--- src/rtl/key_pkg.sv ---
// Shared key codes and encoder state type for the key-match input path.
package key_pkg;

  localparam logic [3:0] KEY_NONE  = 4'h0;
  localparam logic [3:0] KEY_UP    = 4'h1;
  localparam logic [3:0] KEY_DOWN  = 4'h2;
  localparam logic [3:0] KEY_LEFT  = 4'h3;
  localparam logic [3:0] KEY_RIGHT = 4'h4;
  localparam logic [3:0] KEY_END   = 4'hF;

  typedef enum logic [1:0] {
    IDLE    = 2'd0,
    HELD    = 2'd1,
    BLOCKED = 2'd2
  } enc_state_t;

  // Maps a one-hot button vector to its key code; anything else is NONE.
  function automatic logic [3:0] encode_btn(input logic [3:0] btn);
    logic [3:0] code;
    code = KEY_NONE;
    case (btn)
      4'b0001: code = KEY_UP;
      4'b0010: code = KEY_DOWN;
      4'b0100: code = KEY_LEFT;
      4'b1000: code = KEY_RIGHT;
      default: code = KEY_NONE;
    endcase
    return code;
  endfunction

endpackage

--- src/rtl/key_input_encoder_debounce_bit.sv ---
// One button: 2-flop synchroniser, then a level is accepted only after it
// differs from the debounced level for DEBOUNCE_CYCLES consecutive cycles.
module debounce_bit #(
  parameter int DEBOUNCE_CYCLES = 50000,
  parameter int CNT_W           = 16
) (
  input  logic clk,
  input  logic reset,
  input  logic btn_raw,
  output logic btn_stable
);

  localparam logic [CNT_W-1:0] CNT_LAST = CNT_W'(DEBOUNCE_CYCLES - 1);

  logic             sync1;
  logic             sync2;
  logic [CNT_W-1:0] cnt;

  always_ff @(posedge clk or posedge reset) begin
    if (reset) begin
      sync1      <= 1'b0;
      sync2      <= 1'b0;
      cnt        <= '0;
      btn_stable <= 1'b0;
    end else begin
      sync1 <= btn_raw;
      sync2 <= sync1;
      if (sync2 == btn_stable) begin
        cnt <= '0;
      end else if (cnt == CNT_LAST) begin
        // Toggle on the edge the count would reach DEBOUNCE_CYCLES, so it never wraps.
        btn_stable <= ~btn_stable;
        cnt        <= '0;
      end else begin
        cnt <= cnt + 1'b1;
      end
    end
  end

endmodule

--- src/rtl/key_input_encoder.sv ---
// Debounces four direction buttons and emits one latched key code per
// single-button press; multi-button presses are held off until full release.
module key_input_encoder
  import key_pkg::*;
#(
  parameter int DEBOUNCE_CYCLES = 50000,
  parameter int CNT_W           = 16
) (
  input  logic       clk,
  input  logic       reset,
  input  logic [3:0] btn_raw,
  output logic [3:0] key_pressed,
  output logic       key_strobe,
  output logic [3:0] btn_stable
);

  enc_state_t state;
  enc_state_t state_nxt;
  logic [3:0] key_nxt;
  logic       strobe_nxt;
  logic       any_btn;
  logic       one_hot;

  for (genvar i = 0; i < 4; i++) begin : g_db
    debounce_bit #(
      .DEBOUNCE_CYCLES(DEBOUNCE_CYCLES),
      .CNT_W          (CNT_W)
    ) u_db (
      .clk       (clk),
      .reset     (reset),
      .btn_raw   (btn_raw[i]),
      .btn_stable(btn_stable[i])
    );
  end

  assign any_btn = |btn_stable;
  assign one_hot = any_btn && ((btn_stable & (btn_stable - 4'd1)) == 4'd0);

  always_comb begin
    state_nxt  = state;
    key_nxt    = key_pressed;
    strobe_nxt = 1'b0;
    case (state)
      IDLE: begin
        key_nxt = KEY_NONE;
        if (one_hot) begin
          state_nxt  = HELD;
          key_nxt    = encode_btn(btn_stable);
          strobe_nxt = 1'b1;
        end else if (any_btn) begin
          state_nxt = BLOCKED;
        end
      end
      HELD: begin
        // Code stays latched through roll-over until every button is up.
        if (!any_btn) begin
          state_nxt = IDLE;
          key_nxt   = KEY_NONE;
        end
      end
      BLOCKED: begin
        key_nxt = KEY_NONE;
        if (!any_btn) state_nxt = IDLE;
      end
      default: begin
        state_nxt = IDLE;
        key_nxt   = KEY_NONE;
      end
    endcase
  end

  always_ff @(posedge clk or posedge reset) begin
    if (reset) begin
      state       <= IDLE;
      key_pressed <= KEY_NONE;
      key_strobe  <= 1'b0;
    end else begin
      state       <= state_nxt;
      key_pressed <= key_nxt;
      key_strobe  <= strobe_nxt;
    end
  end

endmodule

--- config.mk ---
export PLATFORM = sky130hd
export DESIGN_NAME = key_input_encoder
export DESIGN_NICKNAME = d
export VERILOG_FILES = /design/src/rtl/key_pkg.sv /design/src/rtl/key_input_encoder_debounce_bit.sv /design/src/rtl/key_input_encoder.sv
export SDC_FILE = /design/constraint.sdc
export NUM_CORES = 1
export LEC_CHECK = 0
export BUFFER_PORTS_ARGS = -buffer_cell sky130_fd_sc_hd__buf_2
export CAP_MARGIN = 15
export CORE_ASPECT_RATIO = 1.25
export CORE_MARGIN = 2
export CORE_UTILIZATION = 24
export DETAILED_ROUTE_END_ITERATION = 8
export PLACE_DENSITY = 0.43
export SYNTH_ARGS = -nofsm -noshare
export SYNTH_HDL_FRONTEND = slang
export SYNTH_SLANG_ARGS = --single-unit
--- constraint.sdc ---
create_clock -name clk -period 2.4 [get_ports clk]
set_clock_uncertainty 0.1 [all_clocks]
set_input_delay 0 -clock clk [delete_from_list [all_inputs] [get_ports clk]]
set_output_delay 0 -clock clk [all_outputs]
set_load 0.01 [all_outputs]
Word-level counts from Yosys, hierarchy flattened

Cells that the tools add are included.

Register bits after elaboration: 83
Latch bits: 0
Memory bits (writable): 0
Memory bits (read-only): 0
Bits of input ports: 6
Output and inout port bits: 9
Logic and storage cells: 78
Memories: 0

Add/subtract/negate cells: 5
Multiply operators: 0
Div/mod/pow operators: 0
$lt $le $gt $ge: 0
Eq/ne operators: 17
Shifts and indexed selects: 0
Mux-type cells: 18
Bitwise operators: 9
Reduce and logical (&&, ||, !) cells: 10

Operators by type and width:

| cell                                                                  | number |
|---|---|
| 16-bit 2-to-1 mux                                                     | 8 |
| 16-bit by 1-bit adder with 16-bit output, second input constant       | 4 |
| 16-bit equality test, second input constant                           | 4 |
| 3-bit one-hot mux with 4 select lines                                 | 1 |
| 2-bit AND reduction                                                   | 5 |
| 1-bit inverter                                                        | 8 |
| 4-bit one-hot mux with 2 select lines                                 | 1 |
| 2-bit 2-to-1 mux                                                      | 3 |
| 4-bit bitwise AND                                                     | 1 |
| 1-bit equality test                                                   | 4 |
| 4-bit by 1-bit equality test with 1-bit output, second input constant | 1 |
| 4-bit by 2-bit equality test with 1-bit output, second input constant | 1 |
| 4-bit by 3-bit equality test with 1-bit output, second input constant | 1 |
| 4-bit equality test, second input constant                            | 1 |
| 4-bit zero test                                                       | 1 |
| 4-bit 2-to-1 mux                                                      | 1 |
| 2-bit inequality test, second input constant                          | 2 |
| 2-bit one-hot mux with 2 select lines                                 | 1 |
| 4-bit OR reduction                                                    | 1 |
| 4-bit by 1-bit subtractor with 4-bit output, second input constant    | 1 |
| 3-bit 2-to-1 mux                                                      | 1 |
| 3-bit inequality test, second input constant                          | 1 |
| 2-bit by 1-bit equality test with 1-bit output, second input constant | 1 |
| 2-bit equality test, second input constant                            | 1 |
| other kinds (4)                                                       | 5 |

Depth between registers and ports, before layout

Gate-level depths: netlist of the first run.

Depth after elaboration: 6
Mapped depth: 6
Gate-level depth less buffers: 5

By module

Synthesis of the first run repeated with hierarchy kept, for this count alone.

Cell total of the unflattened synthesis: 393
Area total of the unflattened synthesis: 4337.9 µm²

Modules (own cells, without submodules):

| module            | times used | cells each | area each (µm²) | seq. area each (µm²) |
|---|---|---|---|---|
| debounce_bit      | 4          | 87         | 982.2           | 475.5 |
| key_input_encoder | 1          | 45         | 409.1           | 150.1 |

Worst setup path after synthesis of the first run

No wires, ideal clock.

Path kind: register to register
Start point: register g_db[3].u_db.cnt[4]
End point: register g_db[3].u_db.btn_stable
Data arrival time: 1.751 ns
Required time: 2.175 ns
Setup slack: 0.424 ns
Cell stages (with the launch flop): 4
Path buffers: 0
Cells stage by stage: dfrtp_1 -> or4b_1 -> or4_4 -> mux2_4

Word-level cells in the longest chain between the ends: 2

Ends and longest elaborated chain:

| element                              | line                                 | RTL |
|---|---|---|
| start: declaration                   | key_input_encoder_debounce_bit.sv:17 | `logic [CNT_W-1:0] cnt;` |
| start signal: assignment             | key_input_encoder_debounce_bit.sv:35 | `cnt <= cnt + 1'b1;` |
| 16-bit equality test                 | key_input_encoder_debounce_bit.sv:30 | `end else if (cnt == CNT_LAST) begin` |
| 2-bit AND reduction (no source line) | -                                    |  |
| end signal: assignment               | key_input_encoder_debounce_bit.sv:32 | `btn_stable <= ~btn_stable;` |
| end: declaration                     | key_input_encoder_debounce_bit.sv:10 | `output logic btn_stable` |

Every way passes these cells.
A chain may end at the register's enable or synchronous reset.

Worst setup path in the final report of the first run

Ends and elaborated chain as after synthesis.

==> results of run 1 <==
-- report_power, final --
| group | internal (mW) | total [mW] | switching, mW |
|---|---|---|---|
| Sequential | 1.41 | 1.42 | 0.0188 |
| Combinational | 0.0288 | 0.0864 | 0.0576 |
| Clock | 0.804 | 1.38 | 0.572 |
-- through the flow --
stage	hold slack, ns	power (mW)
2_1_floorplan	-0.0686	1.51
3_3_place_gp	-0.0441	1.53
3_5_place_dp	-0.0343	1.54
4_1_cts	0.153	2.95
5_1_grt	0.180	3.01
6_report	0.124	2.89
-- worst reg2reg max path, cell delays in order (launching register included) --
cell and delay [ns]:
sky130_fd_sc_hd__dfrtp_1 0.41, sky130_fd_sc_hd__or4b_1 0.54, sky130_fd_sc_hd__or4_4 0.57, sky130_fd_sc_hd__mux2_4 0.31
-- layout make-up --
type	count	area, um^2	share of cell area
Clock buffer	9	225	0.0499
Clock inverter	7	70.1	0.0155
Inverter	15	57.6	0.0127
Multi-Input combinational cell	269	1700	0.377
Sequential cell	82	2050	0.455
Tap cell	216	270	0.0599
Timing Repair Buffer	21	138	0.0305
-- final timing paths --
check / startpoint / to / slack (ns) / cells past startpoint
setup / recovery: g_db[3].u_db.cnt[4]$_DFF_PP0_ / g_db[3].u_db.btn_stable$_DFFE_PP0P_ / 0.36 / 3
hold / removal: reset / g_db[0].u_db.cnt[12]$_DFF_PP0_ / 0.12 / 3
setup reg to reg: g_db[3].u_db.cnt[4]$_DFF_PP0_ / g_db[3].u_db.btn_stable$_DFFE_PP0P_ / 0.36 / 3
hold reg to reg: g_db[3].u_db.sync1$_DFF_PP0_ / g_db[3].u_db.sync2$_DFF_PP0_ / 0.25 / 0
max in group asynchronous: reset / g_db[1].u_db.cnt[8]$_DFF_PP0_ / 1.32 / 4
min in group clk: btn_raw[1] / g_db[1].u_db.sync1$_DFF_PP0_ / 0.20 / 2
-- placed cells by master (no fill, tap or decap), types with 2 or more instances in the layout --
cell type                       count
sky130_fd_sc_hd__nand4_1           15
sky130_fd_sc_hd__dfrtp_1           82
sky130_fd_sc_hd__buf_4              3
sky130_fd_sc_hd__clkbuf_16          9
sky130_fd_sc_hd__o31ai_1            2
sky130_fd_sc_hd__clkinv_2           4
sky130_fd_sc_hd__nor4b_1            3
sky130_fd_sc_hd__inv_1             14
sky130_fd_sc_hd__nor3_1            15
sky130_fd_sc_hd__nand4b_1           2
sky130_fd_sc_hd__mux2_2             3
sky130_fd_sc_hd__nor2_1            69
sky130_fd_sc_hd__xnor2_1           51
sky130_fd_sc_hd__and2_1             3
sky130_fd_sc_hd__o2bb2ai_1          2
sky130_fd_sc_hd__xor2_1            12
sky130_fd_sc_hd__and3_1             4
sky130_fd_sc_hd__nand2_1           17
sky130_fd_sc_hd__nor4bb_1           6
sky130_fd_sc_hd__nand3_1           24
sky130_fd_sc_hd__ha_1               6
sky130_fd_sc_hd__dlygate4sd3_1      5
sky130_fd_sc_hd__buf_2             13
sky130_fd_sc_hd__clkinv_4           2
sky130_fd_sc_hd__o21ai_0            4
sky130_fd_sc_hd__nor4_1            19
-- registers in the layout (all words and copies together), names as in the netlist --
signal and flops:
g_db.u_db.btn_stable 4, key_strobe 1, g_db.u_db.sync1 4, state 2, key_pressed 3, g_db.u_db.sync2 4, g_db.u_db.cnt 64
-- cell families after synthesis --
| logic type | Yosys count | synth area share |
|---|---|---|
| other | 1 | 0.000965 |
| multiplexers | 5 | 0.0151 |
| buffers and inverters | 28 | 0.0338 |
| adder cells (fa/ha/maj) | 6 | 0.0193 |
| flip-flops | 82 | 0.528 |
| XOR/XNOR | 63 | 0.142 |
| AO/OA/AOI/OAI | 9 | 0.0151 |
| AND/OR/NAND/NOR | 185 | 0.245 |
-- per-layer routing --
layer	vias up	part of all wire	wire (um)
met5	-	0	0
met3	11	0.027	196
met4	0	0.026	186
li1	1327	-	-
met1	1284	0.48	3490
met2	39	0.47	3390
-- repair_timing --
item / CTS / global route
hold buffers: 5 / 0
hold endpoints to repair: 31 / 0
gates resized for setup: 0 / 0
==> impl_results.html, run 1 <==
<table>
<tr><th>Metric</th><th>Value</th></tr>
<tr><th colspan="2">Status</th></tr>
<tr><td>Result of the run</td><td>completed</td></tr>
<tr><th colspan="2">Global route</th></tr>
<tr><td>Met1 Track Usage GR</td><td>0.112</td></tr>
<tr><td>Antenna violations before repair</td><td>0</td></tr>
<tr><td>Largest net degree at the start of global routing</td><td>30</td></tr>
<tr><td>Met3 demand-to-capacity share in global routing</td><td>0.0160</td></tr>
<tr><td>Global-route wire length before repair</td><td>around 13000 um</td></tr>
<tr><td>Vias in the first global route</td><td>2714</td></tr>
<tr><td>All-layer global routing usage</td><td>0.0917</td></tr>
<tr><td>Global-route track usage on met2</td><td>0.151</td></tr>
<tr><td>Highest-utilization routing layer at the global route stage</td><td>met2</td></tr>
<tr><td>Remaining global-route overflow</td><td>0</td></tr>
<tr><th colspan="2">Timing</th></tr>
<tr><td>Transition at the pin with the smallest max-transition slack</td><td>between 0.5 and 0.6 ns</td></tr>
<tr><td>Crit path time final</td><td>approximately 2.0 ns</td></tr>
<tr><td>Setup repair after global routing missed its margin</td><td>false</td></tr>
<tr><td>Highest Clock Rate</td><td>490 MHz</td></tr>
<tr><td>Final Max Slew Viols</td><td>0</td></tr>
<tr><td>Final setup vio count</td><td>0</td></tr>
<tr><td>Total negative slack</td><td>0 ns</td></tr>
<tr><td>Smallest setup slack after layout</td><td>~0.36 ns</td></tr>
<tr><td>Tcrit/Tclk final</td><td>0.851</td></tr>
<tr><td>Final-report hold violation count</td><td>0</td></tr>
<tr><td>Normalized max-slew margin</td><td>0.610</td></tr>
<tr><th colspan="2">Layout</th></tr>
<tr><td>Number of standard cells in the layout, taps in and fillers out</td><td>between 600 and 700</td></tr>
<tr><td>Area overhead of the layout relative to synthesis</td><td>16.2%</td></tr>
<tr><td>Final core utilization</td><td>0.282</td></tr>
<tr><td>Layout cells sized above 1</td><td>0.102</td></tr>
<tr><td>Count of nets after finishing</td><td>410</td></tr>
<tr><td>Antenna diodes</td><td>0</td></tr>
<tr><td>Final non-filler cell area</td><td>between 0.004 and 0.005 mm^2</td></tr>
<tr><td>Layout fillers</td><td>about 1700</td></tr>
<tr><th colspan="2">Route</th></tr>
<tr><td>Via count</td><td>2661</td></tr>
<tr><td>Iteration count of the initial detailed-routing pass</td><td>4</td></tr>
<tr><td>Wire per inst</td><td>~12 um</td></tr>
<tr><td>Post-DR vias/cell</td><td>approximately 4.3</td></tr>
<tr><td>Post-route DRC violation count</td><td>0</td></tr>
<tr><td>Post-detailed-route count of antenna-violating nets</td><td>0</td></tr>
<tr><td>Routed WL</td><td>~7300 um</td></tr>
<tr><td>Number of design-rule violations left by the first detailed-router iteration</td><td>151</td></tr>
<tr><th colspan="2">Placement</th></tr>
<tr><td>Minimum setup slack after placement</td><td>~0.36 ns</td></tr>
<tr><td>PortBufs</td><td>13</td></tr>
<tr><td>Post-DP HPWL</td><td>between 5000 and 6000 um</td></tr>
<tr><td>Routability congestion estimate from global placement</td><td>roughly 0.76</td></tr>
<tr><td>Placed insts</td><td>~600</td></tr>
<tr><td>Placed standard-cell area</td><td>between 0.004 and 0.005 mm^2</td></tr>
<tr><th colspan="2">Yosys</th></tr>
<tr><td>FF+latch count, synth</td><td>slightly above 80</td></tr>
<tr><td>Leading register cell type out of synthesis</td><td>sky130_fd_sc_hd__dfrtp_1</td></tr>
<tr><td>Total standard cell area after synthesis</td><td>~0.0039 mm^2</td></tr>
<tr><td>Net Count, Synth</td><td>391</td></tr>
<tr><td>Cell type with the largest total area after synthesis</td><td>sky130_fd_sc_hd__dfrtp_1</td></tr>
<tr><td>Share of the yosys chip area belonging to registers</td><td>0.528</td></tr>
<tr><td>Ys async rst share</td><td>1.00</td></tr>
<tr><td>Area fraction of the dominant cell type after synthesis</td><td>0.528</td></tr>
<tr><td>EDFF count, synth</td><td>0</td></tr>
<tr><td>Most frequent cell after synthesis</td><td>sky130_fd_sc_hd__dfrtp_1</td></tr>
<tr><td>Count of mapped cells out of synthesis</td><td>379</td></tr>
<tr><td>Count of different cell masters after synthesis</td><td>36</td></tr>
<tr><td>Yosys warning total</td><td>0</td></tr>
<tr><td>Syn avg cell area</td><td>between 10 and 15 um^2</td></tr>
<tr><td>Ranking of synthesized cells by area</td><td>sky130_fd_sc_hd__dfrtp_1 (53%), sky130_fd_sc_hd__xnor2_1 (11%), sky130_fd_sc_hd__nor2_1 (6.7%)</td></tr>
<tr><td>Most instantiated cells after synthesis</td><td>sky130_fd_sc_hd__dfrtp_1 (82), sky130_fd_sc_hd__nor2_1 (69), sky130_fd_sc_hd__xnor2_1 (51), sky130_fd_sc_hd__nand3_1 (24), sky130_fd_sc_hd__nor4_1 (19)</td></tr>
<tr><th colspan="2">Floorplan</th></tr>
<tr><td>Die area</td><td>around 0.017 mm^2</td></tr>
<tr><td>Overall die width</td><td>118 um</td></tr>
<tr><td>Initial standard-cell utilization of the core</td><td>0.243</td></tr>
<tr><td>Total I/O pin count</td><td>15</td></tr>
<tr><td>Die height</td><td>between 100 and 150 um</td></tr>
<tr><td>Std-Cell Rows</td><td>52</td></tr>
<tr><td>Core Region</td><td>approximately 0.016 mm^2</td></tr>
<tr><th colspan="2">Job</th></tr>
<tr><td>Max-cap violations</td><td>0</td></tr>
<tr><th colspan="2">CTS</th></tr>
<tr><td>Clock-pin slew on the worst setup and hold paths</td><td>~0.06 ns</td></tr>
<tr><td>TritonCTS clock tree</td><td>yes</td></tr>
<tr><td>Clock sink count</td><td>between 80 and 90</td></tr>
<tr><td>H-Tree Depth</td><td>3</td></tr>
<tr><td>Number of post-CTS setup repair buffers</td><td>0</td></tr>
<tr><td>Clock Root Buffer</td><td>sky130_fd_sc_hd__clkbuf_16</td></tr>
<tr><td>CTS buffer count</td><td>9</td></tr>
<tr><td>Insertion delay to the later sink of the worst-skew pair</td><td>roughly 0.34 ns</td></tr>
<tr><td>Number of buffers between clock root and the deepest sink</td><td>2</td></tr>
<tr><th colspan="2">Critical path</th></tr>
<tr><td>Number of buffer and inverter instances along the worst setup path</td><td>0</td></tr>
<tr><td>Maximum single-stage delay on the critical path</td><td>roughly 0.57 ns</td></tr>
<tr><td>Kind of end point of the critical path</td><td>flop</td></tr>
<tr><td>Top fanout value on the critical path</td><td>5</td></tr>
<tr><td>Worst endpoint required time</td><td>between 2 and 3 ns</td></tr>
<tr><td>Cell breakdown of the critical path</td><td>or4b_1 -&gt; or4_4 -&gt; mux2_4</td></tr>
<tr><td>Element type at the critical path start</td><td>flop</td></tr>
<tr><td>Critical setup path kind</td><td>flop to flop</td></tr>
<tr><td>Arr. time, crit path</td><td>around 2.2 ns</td></tr>
<tr><td>Slowest stage cell, crit path</td><td>sky130_fd_sc_hd__or4_4</td></tr>
<tr><td>CP top delay family</td><td>simple AND/OR/NAND/NOR gates</td></tr>
<tr><th colspan="2">Hold path</th></tr>
<tr><td>Min-delay worst type</td><td>primary input to asynchronous set/reset pin</td></tr>
<tr><th colspan="2">Power</th></tr>
<tr><td>IR drop worst, VDD</td><td>between 0.3 and 0.4 mV</td></tr>
<tr><td>Power density over cell area</td><td>~640 mW/mm^2</td></tr>
<tr><td>Total leakage power</td><td>1.81 nW</td></tr>
</table>
Note: power is estimated with default switching activity, not from simulation.
==> run 2, diff against run 1 <==
--- a/config.mk
+++ b/config.mk
@@ -11,7 +11,9 @@
 export CORE_MARGIN = 2
 export CORE_UTILIZATION = 24
 export DETAILED_ROUTE_END_ITERATION = 8
+export GPL_TIMING_DRIVEN = 1
 export PLACE_DENSITY = 0.43
 export SYNTH_ARGS = -nofsm -noshare
 export SYNTH_HDL_FRONTEND = slang
+export SYNTH_HIERARCHICAL = 1
 export SYNTH_SLANG_ARGS = --single-unit
==> impl_results.html, run 2 <==
<table>
<tr><th>Metric</th><th>Value</th></tr>
<tr><th colspan="2">Yosys</th></tr>
<tr><td>Yosys warning total</td><td>6 (+6)</td></tr>
<tr><td>Synthesized-area fraction occupied by and/or/nand/nor cells</td><td>0.304 (+0.0589)</td></tr>
<tr><td>Cell type with the largest total area after synthesis</td><td>sky130_fd_sc_hd__dfrtp_1</td></tr>
<tr><td>Dominant combinational cell family by area after synthesis</td><td>simple AND/OR/NAND/NOR gates</td></tr>
<tr><td>Leading register cell type out of synthesis</td><td>sky130_fd_sc_hd__dfrtp_1</td></tr>
<tr><td>Syn avg cell area</td><td>11.0 um^2 (+7.7%)</td></tr>
<tr><td>Mux share of post-synthesis cell area</td><td>0.0104 (-0.00475)</td></tr>
<tr><td>Most frequent cell after synthesis</td><td>sky130_fd_sc_hd__dfrtp_1</td></tr>
<tr><td>Count of different cell masters after synthesis</td><td>40 (+11%)</td></tr>
<tr><td>Area fraction of the dominant cell type after synthesis</td><td>0.473 (-0.0551)</td></tr>
<tr><td>EDFF count, synth</td><td>0 (unchanged)</td></tr>
<tr><td>Total standard cell area after synthesis</td><td>0.00434 mm^2 (+12%)</td></tr>
<tr><td>Compound-cell area share of the yosys netlist</td><td>0.0179 (+0.00275)</td></tr>
<tr><td>Net Count, Synth</td><td>405 (+3.6%)</td></tr>
<tr><td>Synthesized-area fraction occupied by adder cells</td><td>0.0173 (-0.00202)</td></tr>
<tr><td>Share of the yosys chip area belonging to registers</td><td>0.473 (-0.0551)</td></tr>
<tr><td>Post-Synth XOR/XNOR Area</td><td>0.127 (-0.0148)</td></tr>
<tr><td>FF+latch count, synth</td><td>82 (unchanged)</td></tr>
<tr><td>Count of mapped cells out of synthesis</td><td>393 (+3.7%)</td></tr>
<tr><td>Ranking of synthesized cells by area</td><td>sky130_fd_sc_hd__dfrtp_1 (47%), sky130_fd_sc_hd__xnor2_1 (7.7%), sky130_fd_sc_hd__nor2_1 (5.2%)</td></tr>
<tr><td>Ys async rst share</td><td>1.00 (unchanged)</td></tr>
<tr><td>Most instantiated cells after synthesis</td><td>sky130_fd_sc_hd__dfrtp_1 (82), sky130_fd_sc_hd__nor2_1 (60), sky130_fd_sc_hd__xnor2_1 (38), sky130_fd_sc_hd__xor2_1 (25)</td></tr>
<tr><th colspan="2">Critical path</th></tr>
<tr><td>Element type at the critical path start</td><td>flop</td></tr>
<tr><td>Startpoint of the most critical register-to-register path</td><td>g_db[3].u_db/cnt[0]$_DFF_PP0_</td></tr>
<tr><td>Register-to-register setup slack</td><td>0.59 ns (+0.24 ns)</td></tr>
<tr><td>Worst setup startpoint</td><td>g_db[3].u_db/cnt[0]$_DFF_PP0_</td></tr>
<tr><td>Maximum single-stage delay on the critical path</td><td>0.43 ns (-0.14 ns)</td></tr>
<tr><td>Top fanout value on the critical path</td><td>15 (+10)</td></tr>
<tr><td>Worst endpoint required time</td><td>2.51 ns (about the same)</td></tr>
<tr><td>Critical setup path kind</td><td>flop to flop</td></tr>
<tr><td>Logic depth of the worst register-to-register path</td><td>5 (+2)</td></tr>
<tr><td>Arr. time, crit path</td><td>1.92 ns (-0.24 ns)</td></tr>
<tr><td>Worst reg2reg endpoint</td><td>g_db[3].u_db/cnt[14]$_DFF_PP0_</td></tr>
<tr><td>Cell breakdown of the critical path</td><td>ha_1 -&gt; and3_1 -&gt; nand4_2 -&gt; nand2_2 -&gt; nor2_1</td></tr>
<tr><td>Slowest stage cell, crit path</td><td>sky130_fd_sc_hd__dfrtp_1</td></tr>
<tr><td>Critical path endpoint</td><td>g_db[3].u_db/cnt[14]$_DFF_PP0_</td></tr>
<tr><td>Kind of end point of the critical path</td><td>flop</td></tr>
<tr><th colspan="2">Route</th></tr>
<tr><td>Post-DR vias/cell</td><td>4.41 (+2.6%)</td></tr>
<tr><td>Routed WL</td><td>8020 um (+10%)</td></tr>
<tr><td>Post-detailed-route count of antenna-violating nets</td><td>0 (unchanged)</td></tr>
<tr><td>Wire per inst</td><td>12.7 um (+8.5%)</td></tr>
<tr><td>Number of design-rule violations left by the first detailed-router iteration</td><td>107 (-29%)</td></tr>
<tr><td>Via count</td><td>2779 (+4.4%)</td></tr>
<tr><td>Post-route DRC violation count</td><td>0 (unchanged)</td></tr>
<tr><td>Iteration count of the initial detailed-routing pass</td><td>4 (unchanged)</td></tr>
<tr><th colspan="2">CTS</th></tr>
<tr><td>CTS buffer count</td><td>9 (unchanged)</td></tr>
<tr><td>Number of buffers between clock root and the deepest sink</td><td>2 (unchanged)</td></tr>
<tr><td>Clock-pin slew on the worst setup and hold paths</td><td>0.06 ns (about the same)</td></tr>
<tr><td>Clock sink count</td><td>82 (unchanged)</td></tr>
<tr><td>Clock Root Buffer</td><td>sky130_fd_sc_hd__clkbuf_16</td></tr>
<tr><td>Number of post-CTS setup repair buffers</td><td>0 (unchanged)</td></tr>
<tr><td>TritonCTS clock tree</td><td>yes</td></tr>
<tr><td>H-Tree Depth</td><td>3 (unchanged)</td></tr>
<tr><td>Post-cts resize count</td><td>0 (unchanged)</td></tr>
<tr><td>Insertion delay to the later sink of the worst-skew pair</td><td>0.34 ns (about the same)</td></tr>
<tr><th colspan="2">Layout</th></tr>
<tr><td>Area overhead of the layout relative to synthesis</td><td>11.6%</td></tr>
<tr><td>Layout fillers</td><td>1840 (+8.6%)</td></tr>
<tr><td>Most common library cell in the layout ignoring fill and taps</td><td>sky130_fd_sc_hd__dfrtp_1</td></tr>
<tr><td>Top library cells by usage in the layout, fill and taps aside</td><td>sky130_fd_sc_hd__dfrtp_1 (82), sky130_fd_sc_hd__nor2_1 (60), sky130_fd_sc_hd__xnor2_1 (38)</td></tr>
<tr><td>Max FFs per register</td><td>64 (unchanged)</td></tr>
<tr><td>Final non-filler cell area</td><td>0.00484 mm^2 (+7.2%)</td></tr>
<tr><td>Antenna diodes</td><td>0 (unchanged)</td></tr>
<tr><td>Number of standard cells in the layout, taps in and fillers out</td><td>630 (+1.8%)</td></tr>
<tr><td>Layout cells sized above 1</td><td>0.187 (+0.0855)</td></tr>
<tr><td>Register ranked first by flip-flop count</td><td>g_db.u_db/cnt</td></tr>
<tr><td>Count of nets after finishing</td><td>415 (+1.2%)</td></tr>
<tr><th colspan="2">Placement</th></tr>
<tr><td>Post-DP HPWL</td><td>5660 um (+13%)</td></tr>
<tr><td>Placed insts</td><td>611 (+2.2%)</td></tr>
<tr><td>Routability congestion estimate from global placement</td><td>0.765 (about the same)</td></tr>
<tr><td>Placed standard-cell area</td><td>0.00452 mm^2 (+8.3%)</td></tr>
<tr><td>PortBufs</td><td>13 (unchanged)</td></tr>
<tr><th colspan="2">Timing</th></tr>
<tr><td>Highest Clock Rate</td><td>554 MHz (+13%)</td></tr>
<tr><td>Final setup vio count</td><td>0 (unchanged)</td></tr>
<tr><td>Crit path time final</td><td>1.81 ns (-0.237 ns)</td></tr>
<tr><td>Final Max Slew Viols</td><td>0 (unchanged)</td></tr>
<tr><td>Total negative slack</td><td>0 ns (unchanged)</td></tr>
<tr><td>Normalized max-slew margin</td><td>0.488 (-0.121)</td></tr>
<tr><td>Final-report hold violation count</td><td>0 (unchanged)</td></tr>
<tr><td>Tcrit/Tclk final</td><td>0.752 (-0.0986)</td></tr>
<tr><td>Smallest hold slack</td><td>0.0763 ns (-0.0475 ns)</td></tr>
<tr><td>Transition at the pin with the smallest max-transition slack</td><td>0.766 ns (+0.181 ns)</td></tr>
<tr><td>Setup repair after global routing missed its margin</td><td>false</td></tr>
<tr><th colspan="2">Floorplan</th></tr>
<tr><td>Std-Cell Rows</td><td>54 (+3.8%)</td></tr>
<tr><td>Overall die width</td><td>124 um (+5.5%)</td></tr>
<tr><td>Initial standard-cell utilization of the core</td><td>0.247 (+0.00421)</td></tr>
<tr><td>Die area</td><td>0.0192 mm^2 (+11%)</td></tr>
<tr><td>Die height</td><td>154 um (+5.5%)</td></tr>
<tr><td>Total I/O pin count</td><td>15 (unchanged)</td></tr>
<tr><td>Core Region</td><td>0.0176 mm^2 (+9.8%)</td></tr>
<tr><th colspan="2">Status</th></tr>
<tr><td>Result of the run</td><td>completed</td></tr>
<tr><th colspan="2">Global route</th></tr>
<tr><td>Remaining global-route overflow</td><td>0 (unchanged)</td></tr>
<tr><td>Largest net degree at the start of global routing</td><td>20 (-33%)</td></tr>
<tr><td>Antenna violations before repair</td><td>0 (unchanged)</td></tr>
<tr><td>Vias in the first global route</td><td>2919 (+7.6%)</td></tr>
<tr><td>Global-route wire length before repair</td><td>14300 um (+12%)</td></tr>
<tr><td>All-layer global routing usage</td><td>0.0923 (+0.000596)</td></tr>
<tr><th colspan="2">Power</th></tr>
<tr><td>Total leakage power</td><td>2.01 nW (+11%)</td></tr>
<tr><td>IR drop worst, VDD</td><td>0.316 mV (-0.88%)</td></tr>
<tr><td>Power density over cell area</td><td>588 mW/mm^2 (-8.0%)</td></tr>
<tr><td>Total power</td><td>2.85 mW (-1.4%)</td></tr>
<tr><th colspan="2">Hold path</th></tr>
<tr><td>Min-delay worst type</td><td>primary input to asynchronous set/reset pin</td></tr>
<tr><th colspan="2">Job</th></tr>
<tr><td>Max-cap violations</td><td>0 (unchanged)</td></tr>
</table>
[run 2: cell count changes after synthesis, sizes merged, moves of 6 or more]
cell	delta
xor2	+13
nor4	-6
nand4	+13
clkbuf	-6
xnor2	-13
nor3	-6
and3	+7
buf	+12
[run 2: layer usage]
layer | routed length, um | share of wire | track usage | up-vias
met2 | 3930 | 0.49 | 0.152 | 23
met5 | 0 | 0 | 0 | -
met4 | 170 | 0.021 | 0.0433 | 0
li1 | - | - | - | 1373
met1 | 3710 | 0.46 | 0.111 | 1371
met3 | 207 | 0.026 | 0.0280 | 12
[run 2: what timing repair did]
item	CTS	global route
hold buffers	5	0
setup endpoints to repair	0	0
hold endpoints to repair	86	0
[run 2: per-stage QoR]
step / setup WS (ns) / utilization
detailed placement: 0.560 / 0.257
global route: 0.409 / 0.276
finish: 0.595 / 0.276
global placement: 0.595 / 0.257
floorplan: 0.798 / -
CTS: 0.549 / 0.276
[run 2: layout make-up]
| type | instances | area (um^2) | share of cell area |
|---|---|---|---|
| clock buffer | 11 | 233 | 0.0481 |
| clock inverter | 3 | 42.5 | 0.00879 |
| inverter | 12 | 45.0 | 0.00930 |
| multi-input combinational | 280 | 2070 | 0.428 |
| sequential | 82 | 2050 | 0.424 |
| tap | 224 | 280 | 0.0579 |
| timing repair buffer | 18 | 115 | 0.0238 |
[run 2: critical path, delay by kind of cell (launching register included)]
kind / cells / cell delay, ns
flops: 1 / 0.43
simple gates: 4 / 0.91
fa+ha+maj: 1 / 0.23
[run 2: kinds of logic after synthesis]
logic type | count (synthesis)
XOR/XNOR | 63
buffers and inverters | 31
other | 1
flip-flops | 82
AND/OR/NAND/NOR | 194
AO/OA/AOI/OAI | 12
multiplexers | 4
adder cells (fa/ha/maj) | 6
[run 2: where the power goes]
part / switching [mW] / leakage, nW / internal [mW]
clock network: 0.532 / 0.131 / 0.793
registers: 0.0272 / 1.12 / 1.41
logic: 0.0604 / 0.766 / 0.0266
[run 2: worst min path at each step]
| stage | endpoint | slack [ns] | depth (start not counted) |
|---|---|---|---|
| 5_1_grt | key_pressed[2]$_DFFE_PP0P_ | 0.11 | 3 |
| 6_report | key_pressed[2]$_DFFE_PP0P_ | 0.08 | 3 |
| 4_1_cts | key_pressed[2]$_DFFE_PP0P_ | 0.09 | 3 |
| 3_5_place_dp | state[1]$_DFFE_PP0P_ | -0.09 | 2 |
| 2_1_floorplan | key_pressed[0]$_DFFE_PP0P_ | -0.31 | 1 |
| 3_3_place_gp | state[1]$_DFFE_PP0P_ | -0.09 | 2 |
==> run 3, diff against run 2 <==
--- a/config.mk
+++ b/config.mk
@@ -12,7 +12,7 @@
 export CORE_UTILIZATION = 24
 export DETAILED_ROUTE_END_ITERATION = 8
 export GPL_TIMING_DRIVEN = 1
-export PLACE_DENSITY = 0.43
+export PLACE_DENSITY = 0.44
 export SYNTH_ARGS = -nofsm -noshare
 export SYNTH_HDL_FRONTEND = slang
 export SYNTH_HIERARCHICAL = 1
==> constraint.sdc (replaced) <==
create_clock -name clk -period 1.6 [get_ports clk]
set_clock_uncertainty 0.1 [all_clocks]
set_input_delay 0 -clock clk [delete_from_list [all_inputs] [get_ports clk]]
set_output_delay 0 -clock clk [all_outputs]
set_load 0.01 [all_outputs]
==> impl_results.html, run 3 (same netlist as run 2, synthesis figures left out) <==
<table>
<tr><th>Metric</th><th>Value</th></tr>
<tr><th colspan="2">Status</th></tr>
<tr><td>Result of the run</td><td>completed</td></tr>
<tr><th colspan="2">Layout</th></tr>
<tr><td>Area overhead of the layout relative to synthesis</td><td>24.7%</td></tr>
<tr><td>Layout cells sized above 1</td><td>0.310 (+0.123)</td></tr>
<tr><td>Number of standard cells in the layout, taps in and fillers out</td><td>682 (+8.3%)</td></tr>
<tr><td>Max FFs per register</td><td>64 (unchanged)</td></tr>
<tr><td>Most common library cell in the layout ignoring fill and taps</td><td>sky130_fd_sc_hd__dfrtp_1</td></tr>
<tr><td>Top library cells by usage in the layout, fill and taps aside</td><td>sky130_fd_sc_hd__dfrtp_1 (80), sky130_fd_sc_hd__nor2_1 (60), sky130_fd_sc_hd__buf_4 (45)</td></tr>
<tr><td>Layout fillers</td><td>1832 (-0.43%)</td></tr>
<tr><td>Storage cell area</td><td>0.00205 mm^2 (+0.12%)</td></tr>
<tr><td>Antenna diodes</td><td>0 (unchanged)</td></tr>
<tr><td>Count of nets after finishing</td><td>465 (+12%)</td></tr>
<tr><td>Register ranked first by flip-flop count</td><td>g_db.u_db/cnt</td></tr>
<tr><td>Footprint of the multi-input gates</td><td>0.00216 mm^2 (+4.0%)</td></tr>
<tr><th colspan="2">Critical path</th></tr>
<tr><td>Element type at the critical path start</td><td>flop</td></tr>
<tr><td>Top fanout value on the critical path</td><td>6 (-9)</td></tr>
<tr><td>Worst reg2reg endpoint</td><td>g_db[2].u_db/cnt[15]$_DFF_PP0_</td></tr>
<tr><td>Critical setup path kind</td><td>flop to flop</td></tr>
<tr><td>Startpoint of the most critical register-to-register path</td><td>g_db[2].u_db/cnt[4]$_DFF_PP0_</td></tr>
<tr><td>Worst endpoint required time</td><td>1.74 ns (-0.77 ns)</td></tr>
<tr><td>Register-to-register setup slack</td><td>0.08 ns (-0.51 ns)</td></tr>
<tr><td>Kind of end point of the critical path</td><td>flop</td></tr>
<tr><td>Logic depth of the worst register-to-register path</td><td>5 (unchanged)</td></tr>
<tr><td>Arr. time, crit path</td><td>1.66 ns (-0.26 ns)</td></tr>
<tr><th colspan="2">Floorplan</th></tr>
<tr><td>Overall die width</td><td>124 um (unchanged)</td></tr>
<tr><td>Core Region</td><td>0.0176 mm^2 (unchanged)</td></tr>
<tr><td>Total I/O pin count</td><td>15 (unchanged)</td></tr>
<tr><td>Initial standard-cell utilization of the core</td><td>0.247 (unchanged)</td></tr>
<tr><td>Std-Cell Rows</td><td>54 (unchanged)</td></tr>
<tr><td>Die height</td><td>154 um (unchanged)</td></tr>
<tr><td>Die area</td><td>0.0192 mm^2 (unchanged)</td></tr>
<tr><th colspan="2">CTS</th></tr>
<tr><td>Clock Root Buffer</td><td>sky130_fd_sc_hd__clkbuf_16</td></tr>
<tr><td>Clock-pin slew on the worst setup and hold paths</td><td>0.06 ns (about the same)</td></tr>
<tr><td>Number of buffers between clock root and the deepest sink</td><td>2 (unchanged)</td></tr>
<tr><td>Clock sink count</td><td>82 (unchanged)</td></tr>
<tr><td>H-Tree Depth</td><td>3 (unchanged)</td></tr>
<tr><td>CTS buffer count</td><td>9 (unchanged)</td></tr>
<tr><td>Insertion delay to the later sink of the worst-skew pair</td><td>0.35 ns (about the same)</td></tr>
<tr><td>Number of post-CTS setup repair buffers</td><td>0 (unchanged)</td></tr>
<tr><td>TritonCTS clock tree</td><td>yes</td></tr>
<tr><th colspan="2">Route</th></tr>
<tr><td>Post-route DRC violation count</td><td>0 (unchanged)</td></tr>
<tr><td>Post-DR vias/cell</td><td>4.39 (-0.54%)</td></tr>
<tr><td>Post-detailed-route count of antenna-violating nets</td><td>0 (unchanged)</td></tr>
<tr><td>Iteration count of the initial detailed-routing pass</td><td>4 (unchanged)</td></tr>
<tr><td>Number of design-rule violations left by the first detailed-router iteration</td><td>96 (-10%)</td></tr>
<tr><td>Routed WL</td><td>8530 um (+6.3%)</td></tr>
<tr><td>Wire per inst</td><td>12.5 um (-1.8%)</td></tr>
<tr><td>Via count</td><td>2992 (+7.7%)</td></tr>
<tr><th colspan="2">Timing</th></tr>
<tr><td>Crit path time final</td><td>1.52 ns (-0.285 ns)</td></tr>
<tr><td>Final setup vio count</td><td>0 (unchanged)</td></tr>
<tr><td>Smallest setup slack after layout</td><td>0.0799 ns (-0.515 ns)</td></tr>
<tr><td>Final Max Slew Viols</td><td>0 (unchanged)</td></tr>
<tr><td>Tcrit/Tclk final</td><td>0.950 (+0.198)</td></tr>
<tr><td>Highest Clock Rate</td><td>658 MHz (+19%)</td></tr>
<tr><td>Total negative slack</td><td>0 ns (unchanged)</td></tr>
<tr><td>Final-report hold violation count</td><td>0 (unchanged)</td></tr>
<tr><th colspan="2">Power</th></tr>
<tr><td>Total leakage power</td><td>2.32 nW (+15%)</td></tr>
<tr><td>IR drop worst, VDD</td><td>0.450 mV (+42%)</td></tr>
<tr><td>Power density over cell area</td><td>852 mW/mm^2 (+45%)</td></tr>
<tr><td>Total power</td><td>4.61 mW (+62%)</td></tr>
<tr><th colspan="2">Global route</th></tr>
<tr><td>Global-route wire length before repair</td><td>14800 um (+4.0%)</td></tr>
<tr><td>Remaining global-route overflow</td><td>0 (unchanged)</td></tr>
<tr><td>All-layer global routing usage</td><td>0.0960 (+0.00364)</td></tr>
<tr><td>Largest net degree at the start of global routing</td><td>20 (unchanged)</td></tr>
<tr><td>Vias in the first global route</td><td>3074 (+5.3%)</td></tr>
<tr><td>Antenna violations before repair</td><td>0 (unchanged)</td></tr>
<tr><th colspan="2">Placement</th></tr>
<tr><td>Routability congestion estimate from global placement</td><td>0.796 (+4.1%)</td></tr>
<tr><td>Placed insts</td><td>661 (+8.2%)</td></tr>
<tr><td>PortBufs</td><td>13 (unchanged)</td></tr>
<tr><td>Minimum setup slack after placement</td><td>0.0110 ns (-0.549 ns)</td></tr>
<tr><td>Post-DP HPWL</td><td>5990 um (+5.8%)</td></tr>
<tr><th colspan="2">Hold path</th></tr>
<tr><td>Min-delay worst type</td><td>primary input to asynchronous set/reset pin</td></tr>
<tr><th colspan="2">Job</th></tr>
<tr><td>Max-cap violations</td><td>0 (unchanged)</td></tr>
</table>
-- run 3: cell count changes in the layout (fill, tap and decap cells not counted), sizes merged --
cell      before  now
clkinv         1    0
clkinvlp       1    2
buf           13   63
bufinv         1    2
clkbuf        11   12
-- run 3: final cells by class --
type,count,area share
inverter,12,0.00833
timing repair buffer,68,0.102
sequential,82,0.380
clock inverter,4,0.0139
tap,224,0.0518
clock buffer,12,0.0456
multi-input combinational,280,0.398
-- run 3: power breakdown --
group | internal (mW) | switching (mW)
logic | 0.0949 | 0.117
registers | 2.11 | 0.0280
clock network | 1.41 | 0.851
total | 3.61 | 0.996
-- run 3: how the worst max path moves through the flow --
stage          depth (start not counted)                             endpoint  slack (ns)                            from
2_1_floorplan                          5  g_db[0].u_db/btn_stable$_DFFE_PP0P_        0.03   g_db[0].u_db/cnt[0]$_DFF_PP0_
3_3_place_gp                           5        g_db[3].u_db/cnt[2]$_DFF_PP0_       0.008  g_db[3].u_db/cnt[10]$_DFF_PP0_
3_5_place_dp                           5       g_db[2].u_db/cnt[14]$_DFF_PP0_        0.01  g_db[2].u_db/cnt[10]$_DFF_PP0_
4_1_cts                                5        g_db[2].u_db/cnt[9]$_DFF_PP0_       0.007  g_db[2].u_db/cnt[10]$_DFF_PP0_
5_1_grt                                5       g_db[1].u_db/cnt[14]$_DFF_PP0_       -0.04  g_db[1].u_db/cnt[11]$_DFF_PP0_
6_report                               5       g_db[2].u_db/cnt[15]$_DFF_PP0_        0.08   g_db[2].u_db/cnt[4]$_DFF_PP0_
-- run 3: per-stage QoR --
step           hold WS (ns)  utilization  area, um^2
2_1_floorplan        -0.309            -        4350
3_3_place_gp         -0.100        0.283        4960
3_5_place_dp        -0.0968        0.283        4960
4_1_cts              0.0767        0.304        5340
5_1_grt               0.100        0.308        5410
6_report             0.0740        0.308        5410
-- run 3: repair_timing --
action	CTS	global route
hold buffers	5	0
setup endpoints to repair	0	69
hold endpoints to repair	86	0
resized for setup	0	13
-- run 3: critical path: stages, from the launching register on --
cell and delay (ns):
sky130_fd_sc_hd__dfrtp_1 0.46, sky130_fd_sc_hd__buf_4 0.17, sky130_fd_sc_hd__nand3_4 0.11, sky130_fd_sc_hd__nor4_2 0.35, sky130_fd_sc_hd__xnor2_1 0.18, sky130_fd_sc_hd__nor2_2 0.04
-- run 3: routing by layer --
metal	vias up	share of wire	GRT usage	wire length [um]
met3	15	0.024	0.0211	207
met1	1459	0.48	0.120	4070
met4	0	0.033	0.0615	278
met5	-	0	0	0
li1	1479	-	-	-
met2	39	0.47	0.150	3970
